[src/rtl/hs_sync_fifo.sv]
// hs_sync_fifo: single-clock 16-bit FIFO with valid/ready handshakes on both
// sides. Flow-control outputs are decoded from registered occupancy only, so
// neither handshake has a combinational path from the opposite side.
module hs_sync_fifo #(
    parameter int DEPTH = 4,
    parameter int AW    = 2
) (
    input  logic          clk,
    input  logic          rst,
    input  logic          valid_up,
    input  logic [15:0]   data_up,
    output logic          ready_up,
    output logic          valid_down,
    output logic [15:0]   data_down,
    input  logic          ready_down,
    output logic [AW:0]   count,
    output logic          almost_full
);

    localparam logic [AW:0]   CNT_FULL   = (AW+1)'(DEPTH);
    localparam logic [AW:0]   CNT_ALMOST = (AW+1)'(DEPTH - 1);
    localparam logic [AW:0]   CNT_ZERO   = '0;
    localparam logic [AW:0]   CNT_ONE    = (AW+1)'(1);
    localparam logic [AW-1:0] PTR_ONE    = AW'(1);

    logic [15:0]   mem [DEPTH];
    logic [AW-1:0] wr_ptr;
    logic [AW-1:0] rd_ptr;
    logic [AW:0]   count_q;
    logic          push;
    logic          pop;

    // Handshake decode; everything visible comes from count_q, which is
    // cleared asynchronously, so the reset values appear without a clock.
    always_comb begin
        ready_up    = (count_q != CNT_FULL);
        valid_down  = (count_q != CNT_ZERO);
        almost_full = (count_q >= CNT_ALMOST);
        push        = valid_up & ready_up;
        pop         = valid_down & ready_down;
        count       = count_q;
        data_down   = valid_down ? mem[rd_ptr] : 16'h0000;
    end

    // Storage array carries no reset; an empty FIFO masks it at data_down.
    always_ff @(posedge clk) begin
        if (push) begin
            mem[wr_ptr] <= data_up;
        end
    end

    // Pointers and occupancy; pointers wrap naturally because DEPTH is 2**AW.
    always_ff @(posedge clk or negedge rst) begin
        if (!rst) begin
            wr_ptr  <= '0;
            rd_ptr  <= '0;
            count_q <= '0;
        end else begin
            if (push) begin
                wr_ptr <= wr_ptr + PTR_ONE;
            end
            if (pop) begin
                rd_ptr <= rd_ptr + PTR_ONE;
            end
            if (push && !pop) begin
                count_q <= count_q + CNT_ONE;
            end else if (pop && !push) begin
                count_q <= count_q - CNT_ONE;
            end
        end
    end

endmodule
[config.mk]
export PLATFORM = sky130hd
export DESIGN_NAME = hs_sync_fifo
export DESIGN_NICKNAME = d
export VERILOG_FILES = /design/src/rtl/hs_sync_fifo.sv
export SDC_FILE = /design/constraint.sdc
export NUM_CORES = 1
export LEC_CHECK = 0
export ABC_CLOCK_PERIOD_IN_PS = 2170
export BUFFER_PORTS_ARGS = -buffer_cell sky130_fd_sc_hd__buf_2
export CORE_MARGIN = 8
export CORE_UTILIZATION = 25
export CTS_CLUSTER_SIZE = 10
export DETAILED_ROUTE_END_ITERATION = 10
export SLEW_MARGIN = 15
export SYNTH_ARGS = -nofsm -noshare
export SYNTH_HDL_FRONTEND = slang
export SYNTH_SLANG_ARGS = --single-unit
[constraint.sdc]
create_clock -name clk -period 2.17 [get_ports clk]
set_input_delay 0.1085 -clock clk [delete_from_list [all_inputs] [get_ports clk]]
set_output_delay 0.1085 -clock clk [all_outputs]
set_load 0.005 [all_outputs]
==> summary.txt <==
Job
  – Max Cap Viol: 0

Finish
  – FF/Latch Area: 0.002098 mm2
  – NumNets Final: 229
  – Antenna cells: 0
  – Layout cells sized above 1: 0.4038
  – Non-filler cells, final: 351
  – Layout fillers: 1117
  – Fin area: 0.003726 mm2
  – Multi-input gate area: 728.2 um2
  – Area delta synth->final: 29.53%

Synth
  – Post-synth top area cell: edfxtp_1
  – Post-synthesis xor/xnor area fraction: 0.01827
  – Post-synthesis adder-cell area fraction: 0.02871
  – Main synth FF type: edfxtp_1
  – Mapped Cells: 138
  – Largest family of logic cells by synthesized area: multiplexers
  – Register area share after synthesis: 0.7290
  – Most frequent cell after synthesis: edfxtp_1
  – Avg Inst Size Synth: 20.84 um2
  – Synth Area in Simple Gates: 0.05263
  – Post-synthesis mux area share: 0.1435
  – Synth cell types: 21
  – Synthesized Nets: 164
  – Synth warn: 0
  – Yosys top cell area share: 0.6681
  – Top post-synthesis cells by area: edfxtp_1 (67%), mux4_1 (7.3%), mux4_2 (6.3%)
  – Compound-Gate Fraction of Synth Area: 0.006525
  – Commonest cells in the netlist: edfxtp_1 (64), and2_1 (20), mux4_1 (8), mux4_2 (8), dfrtp_1 (7)
  – Number of synthesized register bits: 71
  – Cell Area, Synth: 0.002877 mm2
  – EDFF count, synth: 64
  – Synth async-reset ratio: 0.09859

Worst hold path
  – Hold Path Class: input pin to flop

Die
  – Starting Density: 0.2541
  – I/O Pins: 42
  – Die span in y: 123.3 um
  – DIE AREA: 0.01519 mm2
  – Core ar.: 0.01132 mm2
  – Cell row count: 39
  – Die X: 123.3 um

Detailed routing
  – Final ANT Viol Nets: 0
  – Post-route DRC violation count: 0
  – Vias per cell: 4.088
  – Pre-antenna DRT Iters: 4
  – DRT iter0 DRCs: 22
  – Routed via count: 1435
  – Post-Route WL: 5300 um
  – Wire per inst: 15.10 um

Placement
  – Post-DP HPWL: 3570 um
  – GP Congestion: 0.6978
  – Port bufs: 41
  – Inst Count DP: 327
  – Cell Area, Placed: 0.003318 mm2

Timing
  – Count of final setup violators: 0
  – Fmax: 495.2 MHz
  – Worst slew margin: 0.7702
  – Fin. Hold Viols: 0
  – Least-Margin Pin Slew: 0.3447 ns
  – Total Neg Setup Slack: 0 ns
  – Final period util: 0.9305
  – Final Max Slew Viols: 0
  – Min Tclk post-route: 2.019 ns
  – Setup Skew: 0.009168 ns

CTS
  – Clk slew on worst S/H paths: 0.06 ns
  – Root buf cell: clkbuf_16
  – CTS Buffer Depth: 2
  – CTS tree: built
  – H-tree Lvls: 3
  – TritonCTS Buffers: 9
  – Worst skew pair latency: 0.32 ns
  – CTS sink count: 71

Power and ir drop
  – PwrDens: 1393 mW/mm2
  – Peak VDD IR: 0.7153 mV
  – Pwr Total: 5189 uW
  – Leak pwr: 0.001369 uW

GRT
  – Largest net degree at the start of global routing: 19
  – Global-route usage over all layers: 0.07553
  – Vias in the first global route: 1600
  – First-pass GRT wire length: 8286 um
  – Global route overflow: 0
  – Initial antenna violation count: 0

Critical path
  – Worst EP arrival: 2.26 ns
  – Worst Path Required: 2.41 ns
  – Setup crit start kind: flop
  – CP max FO: 5
  – Crit Path Class: flop to flop
  – Setup crit end kind: flop

Outcome
  – Outcome: finished clean
critical path: stages, from the launching register on:
cell and delay [ns]:
dfrtp_2 0.43, or3_4 0.34, nand2_2 0.10, ha_2 0.20, inv_1 0.06, fa_1 0.37
xor2_1 0.15, nor2_1 0.13, xor2_1 0.15
placed cells by master, fill, tap and decap left out, drive strengths merged:
cell type    instances
nor2                 2
mux4                16
nand3                1
or3                  1
fa                   1
edfxtp              64
buf                 54
bufinv               2
inv                  5
a21boi               1
and2                20
nand2                2
dlygate4sd3          6
clkinvlp             2
clkbuf              10
xnor2                4
mux2                 2
dfrtp                7
xor2                 2
ha                   5
a21o                 1
registers in the layout (all words and copies together), names as in the netlist:
register / flops
wr_ptr: 2
count: 3
mem: 64
rd_ptr: 2
final timing paths:
path	end	depth (start not counted)	slack [ns]	startpoint
min in group asynchronous	count[1]$_DFFE_PN0P_	2	0.15	rst
setup / recovery	count[2]$_DFFE_PN0P_	8	0.15	count[2]$_DFFE_PN0P_
hold reg to reg	rd_ptr[0]$_DFFE_PN0P_	1	0.55	rd_ptr[0]$_DFFE_PN0P_
hold / removal	mem[2][13]$_DFFE_PP_	1	0.006	data_up[13]
setup reg to reg	count[2]$_DFFE_PN0P_	8	0.15	count[2]$_DFFE_PN0P_
max in group asynchronous	count[2]$_DFFE_PN0P_	2	1.84	rst
through the flow:
stage	hold slack, ns	util	worst slack [ns]
floorplan	-0.1871	-	0.08934
global placement	-0.04625	0.2931	0.1805
detailed placement	-0.04176	0.2931	0.1112
CTS	0.003943	0.3268	0.09131
global route	0.004847	0.3291	-0.01299
finish	0.006210	0.3291	0.1508
area by class of cell:
| class | instances | share of cell area |
|---|---|---|
| clock buffer | 10 | 0.06145 |
| clock inverter | 6 | 0.02485 |
| tap | 143 | 0.04802 |
| timing repair buffer | 60 | 0.1041 |
| inverter | 3 | 0.003022 |
| sequential | 71 | 0.5631 |
| multi-input combinational | 58 | 0.1954 |
per-layer routing:
layer / GRT usage / up-vias / part of all wire / routed length (um)
li1: - / 673 / - / -
met1: 0.07817 / 725 / 0.40 / 2110
met2: 0.1342 / 27 / 0.54 / 2858
met3: 0.02420 / 10 / 0.043 / 229
met4: 0.03988 / 0 / 0.019 / 102
met5: 0 / - / 0 / 0
logic make-up (layout without fill, tap and decap cells):
| family | after synthesis | in the layout |
|---|---|---|
| AOI/OAI and AO/OA | 2 | 2 |
| xor gates and xnor gates | 6 | 6 |
| adders and majority gates | 6 | 6 |
| buffers and inverters | 9 | 79 |
| DFF | 71 | 71 |
| muxes | 18 | 18 |
| and+or+nand+nor | 26 | 26 |
repair_timing:
action,CTS,global route
endpoints found under the setup margin,0,1
hold buffers,6,0
endpoints found under the hold margin,27,0
setup buffers,0,2
resized for setup,0,4
power by group:
part / leakage [uW] / internal (uW) / switching (uW)
clock network: 0.000150 / 1010 / 530
registers: 0.000667 / 1830 / 119
logic: 0.000552 / 931 / 764
Note: power is estimated with default switching activity, not from simulation.
